File: src/rtl/pipeline_run_controller_pkg.sv
// Shared encodings for the debugger-driven pipeline run controller.
package pipeline_run_controller_pkg;

    typedef enum logic [2:0] {
        S_IDLE  = 3'd0,
        S_RUN   = 3'd1,
        S_STEP  = 3'd2,
        S_DRAIN = 3'd3,
        S_DONE  = 3'd4
    } state_e;

    localparam logic [1:0] CMD_NOP   = 2'b00;
    localparam logic [1:0] CMD_RUN   = 2'b01;
    localparam logic [1:0] CMD_STEP  = 2'b10;
    localparam logic [1:0] CMD_ABORT = 2'b11;

    localparam logic [1:0] RSN_NONE  = 2'b00;
    localparam logic [1:0] RSN_HALT  = 2'b01;
    localparam logic [1:0] RSN_MAXPC = 2'b10;
    localparam logic [1:0] RSN_ABORT = 2'b11;

    localparam logic [31:0] HALT_INSTR_DEF = 32'hFC000000;

endpackage

File: src/rtl/pipeline_run_controller_if.sv
// Debugger/pipeline side signals of the run controller; master = debugger, slave = controller.
interface pipeline_run_controller_if #(
    parameter int SIZE      = 32,
    parameter int CNT_WIDTH = 32
);
    logic                 i_cmd_valid;
    logic [1:0]           i_cmd;
    logic                 o_cmd_ready;
    logic [SIZE-1:0]      i_instruction;
    logic [SIZE-1:0]      i_pc;
    logic [SIZE-1:0]      i_max_pc;
    logic                 i_ext_stall;
    logic                 o_pipe_enable;
    logic                 o_busy;
    logic                 o_done;
    logic [1:0]           o_halt_reason;
    logic [CNT_WIDTH-1:0] o_cycle_count;

    modport master (
        output i_cmd_valid, i_cmd, i_instruction, i_pc, i_max_pc, i_ext_stall,
        input  o_cmd_ready, o_pipe_enable, o_busy, o_done, o_halt_reason, o_cycle_count
    );

    modport slave (
        input  i_cmd_valid, i_cmd, i_instruction, i_pc, i_max_pc, i_ext_stall,
        output o_cmd_ready, o_pipe_enable, o_busy, o_done, o_halt_reason, o_cycle_count
    );
endinterface

File: src/rtl/pipeline_run_controller_sat_counter.sv
// Saturating up-counter with synchronous clear; clear wins over increment.
module pipeline_run_controller_sat_counter #(
    parameter int W = 32
) (
    input  logic         i_clk,
    input  logic         i_rst,
    input  logic         i_clr,
    input  logic         i_inc,
    output logic [W-1:0] o_count
);
    logic [W-1:0] cnt_q, cnt_d;

    always_comb begin
        cnt_d = cnt_q;
        if (i_clr)
            cnt_d = '0;
        else if (i_inc && (cnt_q != '1))
            cnt_d = cnt_q + W'(1);
    end

    always_ff @(posedge i_clk) begin
        if (i_rst) cnt_q <= '0;
        else       cnt_q <= cnt_d;
    end

    assign o_count = cnt_q;
endmodule

File: src/rtl/pipeline_run_controller.sv
// Run/step/abort sequencer producing the global pipeline enable, with halt drain
// and a saturating count of enabled cycles.
module pipeline_run_controller
    import pipeline_run_controller_pkg::*;
#(
    parameter int              SIZE         = 32,
    parameter logic [SIZE-1:0] HALT_INSTR   = SIZE'(HALT_INSTR_DEF),
    parameter int              DRAIN_CYCLES = 4,
    parameter int              CNT_WIDTH    = 32
) (
    input  logic                      i_clk,
    input  logic                      i_rst,
    pipeline_run_controller_if.slave  bus
);
    localparam int DW = (DRAIN_CYCLES > 1) ? $clog2(DRAIN_CYCLES + 1) : 1;

    state_e        state_q, state_d;
    logic [DW-1:0] drain_q, drain_d;
    logic [1:0]    reason_q, reason_d;
    logic          pipe_en, cmd_ready, accept, cnt_clr, is_halt, is_max;

    assign pipe_en   = ((state_q == S_RUN) || (state_q == S_STEP) || (state_q == S_DRAIN))
                       && !bus.i_ext_stall;
    assign cmd_ready = (state_q == S_IDLE) || (state_q == S_RUN) || (state_q == S_DRAIN);
    assign accept    = bus.i_cmd_valid && cmd_ready;
    assign is_halt   = (bus.i_instruction == HALT_INSTR);
    assign is_max    = (bus.i_pc == bus.i_max_pc);

    always_comb begin
        state_d  = state_q;
        drain_d  = drain_q;
        reason_d = reason_q;
        cnt_clr  = 1'b0;
        unique case (state_q)
            S_IDLE: begin
                if (accept && (bus.i_cmd == CMD_RUN)) begin
                    state_d  = S_RUN;
                    reason_d = RSN_NONE;
                    cnt_clr  = 1'b1;
                end else if (accept && (bus.i_cmd == CMD_STEP)) begin
                    state_d  = S_STEP;
                    reason_d = RSN_NONE;
                end
            end
            S_STEP: begin
                if (pipe_en) begin
                    state_d  = S_DONE;
                    reason_d = RSN_ABORT;
                end
            end
            S_RUN: begin
                // Abort beats termination detected in the same cycle.
                if (accept && (bus.i_cmd == CMD_ABORT)) begin
                    state_d  = S_DONE;
                    reason_d = RSN_ABORT;
                end else if (pipe_en && (is_halt || is_max)) begin
                    reason_d = is_halt ? RSN_HALT : RSN_MAXPC;
                    if (DRAIN_CYCLES == 0) begin
                        state_d = S_DONE;
                    end else begin
                        state_d = S_DRAIN;
                        drain_d = DW'(DRAIN_CYCLES);
                    end
                end
            end
            S_DRAIN: begin
                if (accept && (bus.i_cmd == CMD_ABORT)) begin
                    state_d  = S_DONE;
                    reason_d = RSN_ABORT;
                end else if (pipe_en) begin
                    drain_d = drain_q - DW'(1);
                    if (drain_q == DW'(1)) state_d = S_DONE;
                end
            end
            S_DONE:  state_d = S_IDLE;
            default: state_d = S_IDLE;
        endcase
    end

    always_ff @(posedge i_clk) begin
        if (i_rst) begin
            state_q  <= S_IDLE;
            drain_q  <= '0;
            reason_q <= RSN_NONE;
        end else begin
            state_q  <= state_d;
            drain_q  <= drain_d;
            reason_q <= reason_d;
        end
    end

    pipeline_run_controller_sat_counter #(.W(CNT_WIDTH)) u_cycle_cnt (
        .i_clk   (i_clk),
        .i_rst   (i_rst),
        .i_clr   (cnt_clr),
        .i_inc   (pipe_en),
        .o_count (bus.o_cycle_count)
    );

    assign bus.o_pipe_enable = pipe_en;
    assign bus.o_cmd_ready   = cmd_ready;
    assign bus.o_busy        = (state_q != S_IDLE);
    assign bus.o_done        = (state_q == S_DONE);
    assign bus.o_halt_reason = reason_q;
endmodule

File: src/flat_wrapper.sv
// flat-port wrapper written by rule: the top's interface ports become plain ports
module pipeline_run_controller_flat import pipeline_run_controller_pkg::*;
#(
    parameter int              SIZE         = 32,
    parameter logic [SIZE-1:0] HALT_INSTR   = SIZE'(HALT_INSTR_DEF),
    parameter int              DRAIN_CYCLES = 4,
    parameter int              CNT_WIDTH    = 32
)
  (i_clk, i_rst, bus_i_cmd_valid, bus_i_cmd, bus_i_instruction, bus_i_pc, bus_i_max_pc, bus_i_ext_stall, bus_o_cmd_ready, bus_o_pipe_enable, bus_o_busy, bus_o_done, bus_o_halt_reason, bus_o_cycle_count);
  pipeline_run_controller_if #(.SIZE(SIZE), .CNT_WIDTH(CNT_WIDTH)) bus_i ();
  input  logic i_clk;
  input  logic i_rst;
  input wire logic [$bits(bus_i.i_cmd_valid)-1:0] bus_i_cmd_valid;
  input wire logic [$bits(bus_i.i_cmd)-1:0] bus_i_cmd;
  input wire logic [$bits(bus_i.i_instruction)-1:0] bus_i_instruction;
  input wire logic [$bits(bus_i.i_pc)-1:0] bus_i_pc;
  input wire logic [$bits(bus_i.i_max_pc)-1:0] bus_i_max_pc;
  input wire logic [$bits(bus_i.i_ext_stall)-1:0] bus_i_ext_stall;
  output wire logic [$bits(bus_i.o_cmd_ready)-1:0] bus_o_cmd_ready;
  output wire logic [$bits(bus_i.o_pipe_enable)-1:0] bus_o_pipe_enable;
  output wire logic [$bits(bus_i.o_busy)-1:0] bus_o_busy;
  output wire logic [$bits(bus_i.o_done)-1:0] bus_o_done;
  output wire logic [$bits(bus_i.o_halt_reason)-1:0] bus_o_halt_reason;
  output wire logic [$bits(bus_i.o_cycle_count)-1:0] bus_o_cycle_count;
  assign bus_i.i_cmd_valid = bus_i_cmd_valid;
  assign bus_i.i_cmd = bus_i_cmd;
  assign bus_i.i_instruction = bus_i_instruction;
  assign bus_i.i_pc = bus_i_pc;
  assign bus_i.i_max_pc = bus_i_max_pc;
  assign bus_i.i_ext_stall = bus_i_ext_stall;
  assign bus_o_cmd_ready = bus_i.o_cmd_ready;
  assign bus_o_pipe_enable = bus_i.o_pipe_enable;
  assign bus_o_busy = bus_i.o_busy;
  assign bus_o_done = bus_i.o_done;
  assign bus_o_halt_reason = bus_i.o_halt_reason;
  assign bus_o_cycle_count = bus_i.o_cycle_count;
  pipeline_run_controller #(.SIZE(SIZE), .HALT_INSTR(HALT_INSTR), .DRAIN_CYCLES(DRAIN_CYCLES), .CNT_WIDTH(CNT_WIDTH)) u_core (.i_clk(i_clk), .i_rst(i_rst), .bus(bus_i));
endmodule
File: config.mk
export PLATFORM = sky130hd
export DESIGN_NAME = pipeline_run_controller_flat
export DESIGN_NICKNAME = d
export VERILOG_FILES = /design/src/rtl/pipeline_run_controller_pkg.sv /design/src/rtl/pipeline_run_controller_if.sv /design/src/rtl/pipeline_run_controller_sat_counter.sv /design/src/rtl/pipeline_run_controller.sv /design/src/flat_wrapper.sv
export SDC_FILE = /design/constraint.sdc
export NUM_CORES = 1
export LEC_CHECK = 0
export CAP_MARGIN = 20
export CORE_MARGIN = 8
export CORE_UTILIZATION = 40
export DETAILED_ROUTE_END_ITERATION = 7
export PLACE_DENSITY = 0.81
export REMOVE_ABC_BUFFERS = 1
export SYNTH_ARGS = -nofsm -noshare
export SYNTH_HDL_FRONTEND = slang
export SYNTH_SLANG_ARGS = --single-unit
File: constraint.sdc
create_clock -name i_clk -period 4.9 [get_ports i_clk]
set_input_delay 0.98 -clock i_clk [delete_from_list [all_inputs] [get_ports i_clk]]
set_output_delay 0.98 -clock i_clk [all_outputs]
set_load 0.01 [all_outputs]
# Word-level counts from Yosys, hierarchy flattened
# Cells that the tools add are included.
# word_totals
memories,0
wordCells,72
regBits,40
ramBits,0
latch_bits,0
rom_bits,0
in_bits,102
out_inout_bits,38
# op_classes
add_sub_neg,2
n_lt_le_gt_ge,0
mux,24
multipliers,0
n_div,0
n_shift,0
n_bitwise,0
eq_ne,21
reduce_logical,21
# ops
operator,count
$mux 3,12
$add 32x1->32 const B,1
$eq 32x32->1,1
$eq 32x32->1 const B,1
$ne 32x32->1 const B,1
$reduce_and 5->1,3
$mux 2,7
$pmux 3 s4,1
$ne 3x3->1 const B,3
$ne 2x2->1 const B,4
$pmux 2 s4,1
$logic_and 1x1->1,7
$eq 3x1->1 const B,2
$eq 3x2->1 const B,2
$pmux 3 s2,1
$logic_or 1x1->1,5
$eq 2x2->1 const B,2
$ne 2x1->1 const B,2
$reduce_bool 4->1,1
$eq 3x3->1 const B,1
$logic_not 3->1,1
$ne 3x2->1 const B,1
$reduce_bool 3->1,1
$sub 3x1->3 const B,1
other kinds (5),6

# Longest topological paths before layout
# depth
depth_word,8
depth_mapped,7
mapped_depth_nobuf,6

# By module
# A second synthesis with hierarchy kept.
# hier_totals
cells_unflattened,336
hier_area_um2,2645.0
# modules_own_cells
module,n_inst,area_per_inst_um2,seq_area_each_um2,cells_each
pipeline_run_controller_sat_counter,1,1620.3,640.6,198
pipeline_run_controller,1,1024.7,160.2,138

# Worst setup path before layout
# Ideal clock, no wire load.
# synth_path
kind,input -> register
start,input bus_i_instruction[16]
end,register u_core.state_q[1]
path_buffers,0
t_arrival_ns,2.256
required_time_ns,4.786
setup_slack_ns,2.530
setup_ns,0.114
path_stages,6
path_cell_list,nor4_1 > nand2_1 > nor4_1 > a41o_1 > nand2_1 > a2111oi_0
# synth_between
elab_chain_cells,5
# synth_rtl
element,line,source
from (decl),flat_wrapper.sv:15,input wire logic [$bits(bus_i.i_instruction)-1:0] bus_i_instruction;
$eq 32x32->1,pipeline_run_controller.sv:26,assign is_halt = (bus.i_instruction == HALT_INSTR);
$logic_or 1x1->1,pipeline_run_controller.sv:56,end else if (pipe_en && (is_halt || is_max)) begin
$logic_and 1x1->1,pipeline_run_controller.sv:56,
$ne 3x3->1 (no line),-,
$reduce_and 5->1 (no line),-,
to (signal assigned),pipeline_run_controller.sv:86,state_q <= state_d;
to (decl),pipeline_run_controller.sv:17,"state_e state_q, state_d;"
# Every way passes these cells.
# A chain may end at the register's enable or synchronous reset.

# Final worst setup path
# layout_path
start,input bus_i_ext_stall
end,output bus_o_pipe_enable
# layout_between
elab_chain_cells,2
# layout_rtl
element,line,source
from (decl),flat_wrapper.sv:18,input wire logic [$bits(bus_i.i_ext_stall)-1:0] bus_i_ext_stall;
$logic_not 1->1,pipeline_run_controller.sv:23,&& !bus.i_ext_stall;
$logic_and 1x1->1,pipeline_run_controller.sv:23,
to (decl),flat_wrapper.sv:20,output wire logic [$bits(bus_i.o_pipe_enable)-1:0] bus_o_pipe_enable;
# Every way passes these cells.

==> results.rst <==
.. list-table::
   :header-rows: 1

   * - Metric
     - Value
   * - Number of register bits inferred by synthesis
     - 40
   * - Synthesized instance count
     - 306
   * - Largest cells by area after synthesis
     - sky130_fd_sc_hd__dfxtp_1 (32%), sky130_fd_sc_hd__xnor2_1 (13%), sky130_fd_sc_hd__xor2_1 (7.8%)
   * - Async S/R FF share, synth
     - 0
   * - Fill cell instance count of the final layout
     - 507
   * - Via count
     - 2775
   * - Highest attainable clock frequency
     - 287 MHz
   * - Met3 wirelength from detailed routing
     - 659 µm
   * - Area inside the core boundary
     - 5960 µm²
   * - Critical path capture point type
     - primary output
   * - Final TNS setup
     - 0 ns
   * - Post-DP HPWL
     - 7730 µm
   * - Non-filler instance count after layout
     - 519
   * - GRT overflow
     - 0
   * - Worst IR drop on VDD
     - 0.000169 V
   * - Reported max-cap violation count
     - 0
   * - Worst Max-Slew Pin Slew
     - 0.725 ns
   * - Top layer used by detailed routing
     - met4
   * - Wire length of the first global-routing pass
     - 14500 µm
   * - Headroom to the max-slew limit
     - 0.512
   * - Top library cells by usage in the layout, fill and taps aside
     - sky130_fd_sc_hd__clkdlybuf4s50_1 (139), sky130_fd_sc_hd__nor2_1 (41), sky130_fd_sc_hd__dfxtp_1 (40)
   * - Clock tree from TritonCTS
     - done
   * - Vias in the first global route
     - 2669
   * - Final weighted congestion in routability-driven placement
     - 0.881
   * - Leading cell type in the layout, fill and taps excluded
     - sky130_fd_sc_hd__clkdlybuf4s50_1
   * - Antenna-violating nets left
     - 0
   * - Count of cell types in the netlist
     - 46
   * - Horizontal extent of the die
     - 94.8 µm
   * - Min Hold Slack
     - 0.462 ns
   * - Setup WS pre-CTS
     - 1.43 ns
   * - Critical path data arrival time
     - 2.51 ns
   * - Sink Count
     - 40
   * - Standby leakage power
     - 1.34 nW
   * - Min Clock Period, post-route
     - 3.49 ns
   * - Setup repair after global routing missed its margin
     - false
   * - Nets
     - 548
   * - Total power per unit cell area
     - 200 nW/µm²
   * - Number of setup buffers added after CTS
     - 0
   * - CTS buffer count
     - 5
   * - Clk_lat worst skew
     - 0.30 ns
   * - Post-Syn Area
     - 2480 µm²
   * - Routed wire length on met2
     - 4610 µm
   * - Number of resized instances in the post-cts repair step
     - 0
   * - Cell taking the most area after synthesis
     - sky130_fd_sc_hd__dfxtp_1
   * - Diode count
     - 0
   * - Input/output buffers
     - 139
   * - Row Count
     - 28
   * - Area growth syn-to-layout
     - 63.1%
   * - Clock-pin slew on the worst setup and hold paths
     - 0.07 ns
   * - Placed Cells incl. Taps
     - 511
   * - Required time at the endpoint of the critical path
     - 3.92 ns
   * - Clock skew
     - 0.0106 ns
   * - Post-detailed-routing wire length
     - 9350 µm
   * - CTS Hold Bufs
     - 0
   * - Residual DRC
     - 0
   * - Final core occ
     - 0.680
   * - Number of levels the H-tree was split into
     - 2
   * - Layout cell share with drive strength beyond 1
     - 0.0450
   * - Part of the Yosys area used for sequential elements
     - 0.322
   * - Type of the worst min-delay path
     - register to register
   * - Post-synth EDFFs
     - 0
   * - Period Utilization, post-route
     - 0.711
   * - Setup violation total in the final timing report
     - 0
   * - Flip-flop cell with the highest count after synthesis
     - sky130_fd_sc_hd__dfxtp_1
   * - Post-Syn Area per Cell
     - 8.12 µm²
   * - Result of the run
     - finished clean
   * - First-iteration detailed-routing DRC count
     - 119
   * - Pin count of the biggest net entering global routing
     - 33
   * - Die Outline Area
     - 8990 µm²
   * - Post-route setup slack
     - 1.41 ns
   * - CP Launch Type
     - input pin
   * - Routed length on met1
     - 3820 µm
   * - Number of antenna violations at the first check in global routing
     - 0
   * - DR pass1 iterations
     - 4
   * - Total global-route track usage
     - 0.205
   * - Setup Crit Path Kind
     - input pin to primary output
   * - Endpoints failing hold
     - 0
   * - Routed WL per cell
     - 18.0 µm
   * - Top-level port count
     - 140
   * - Initial Util
     - 0.417
   * - Synthesis Warnings
     - 0
   * - Die Y
     - 94.8 µm
   * - Routed via count divided by cell count
     - 5.35
   * - Max Fanout on Critical Path
     - 7
   * - Number of buffers on the longest clock path
     - 2
   * - Number of max-slew violations in the final report
     - 0
   * - Share of the synthesized area in the top cell type
     - 0.322
   * - Clock root buffer master
     - sky130_fd_sc_hd__clkbuf_8
[worst paths after layout]
kind | startpoint | slack [ns] | depth (start not counted) | end
min | u_core.bus.o_halt_reason[0] | 0.46 | 2 | u_core.bus.o_halt_reason[0]
min reg2reg | u_core.bus.o_halt_reason[0] | 0.46 | 2 | u_core.bus.o_halt_reason[0]
max | bus_i_ext_stall | 1.41 | 3 | bus_o_pipe_enable
max reg2reg | u_core.state_q[1] | 2.70 | 6 | u_core.u_cycle_cnt.o_count[31]
[cell usage after synthesis, types with 2 or more instances]
library cell                instances
sky130_fd_sc_hd__a31oi_1            2
sky130_fd_sc_hd__o21ai_0            8
sky130_fd_sc_hd__xnor2_1           37
sky130_fd_sc_hd__nor2_1            41
sky130_fd_sc_hd__inv_1             12
sky130_fd_sc_hd__nor3_1             6
sky130_fd_sc_hd__a2111oi_0          2
sky130_fd_sc_hd__a211oi_1           2
sky130_fd_sc_hd__nand3_1           14
sky130_fd_sc_hd__a21oi_1           10
sky130_fd_sc_hd__and3_1             3
sky130_fd_sc_hd__nand2_1           22
sky130_fd_sc_hd__and4_2             3
sky130_fd_sc_hd__nor3b_1            2
sky130_fd_sc_hd__dfxtp_1           40
sky130_fd_sc_hd__nand4_1           17
sky130_fd_sc_hd__ha_1               3
sky130_fd_sc_hd__clkbuf_1           6
sky130_fd_sc_hd__and2_1             2
sky130_fd_sc_hd__or3_1              7
sky130_fd_sc_hd__buf_2              2
sky130_fd_sc_hd__nor4_1            16
sky130_fd_sc_hd__or4b_2             2
sky130_fd_sc_hd__o31a_1             2
sky130_fd_sc_hd__xor2_1            22
sky130_fd_sc_hd__nand3b_1           2
sky130_fd_sc_hd__nand4b_1           2
[stage by stage]
stage	cell area, µm²	power, mW
2_1_floorplan	2440	0.407
4_1_cts	4050	0.817
3_5_place_dp	3930	0.525
6_report	4050	0.812
3_3_place_gp	3930	0.521
5_1_grt	4050	0.848
[power by group]
| group | leakage, nW | internal [mW] | switching, mW | total, mW |
|---|---|---|---|---|
| registers | 0.323 | 0.330 | 0.00958 | 0.340 |
| clock network | 0.0645 | 0.180 | 0.114 | 0.293 |
| logic | 0.952 | 0.114 | 0.0646 | 0.179 |
| total | 1.34 | 0.624 | 0.188 | 0.812 |
[state kept, by name (all words and copies together), names as in the netlist]
name / count
u_core.bus.o_halt_reason: 2
u_core.state_q: 3
u_core.drain_q: 3
u_core.u_cycle_cnt.o_count: 32
[metal layers]
metal	track usage	up-vias
li1	-	1370
met1	0.229	1282
met2	0.362	103
met3	0.0548	20
met4	0.0793	0
met5	0	-
[cell type report]
type | instances | area (µm²) | area share
Clock buffer | 7 | 96.3 | 0.0238
Inverter | 12 | 45.0 | 0.0111
Multi-Input combinational cell | 245 | 1600 | 0.394
Sequential cell | 40 | 801 | 0.198
Clock inverter | 1 | 30.0 | 0.00741
Timing Repair Buffer | 139 | 1390 | 0.343
Tap cell | 75 | 93.8 | 0.0232
[logic make-up (layout without fill, tap and decap cells)]
kind of cell    Yosys count  in the layout  share of synthesized area
mux                       1              1                    0.00403
compound gates           36             36                     0.0977
xor+xnor                 59             59                      0.208
fa+ha+maj                 3              3                     0.0151
flops                    40             40                      0.322
simple gates            146            146                      0.317
buf+inv                  21            159                     0.0357
[critical path: stages]
cell                              delay [ns]
sky130_fd_sc_hd__clkdlybuf4s50_1        0.55
sky130_fd_sc_hd__nor2_1                 0.35
sky130_fd_sc_hd__clkdlybuf4s50_1        0.63
Power figures use the tool's default switching activity.
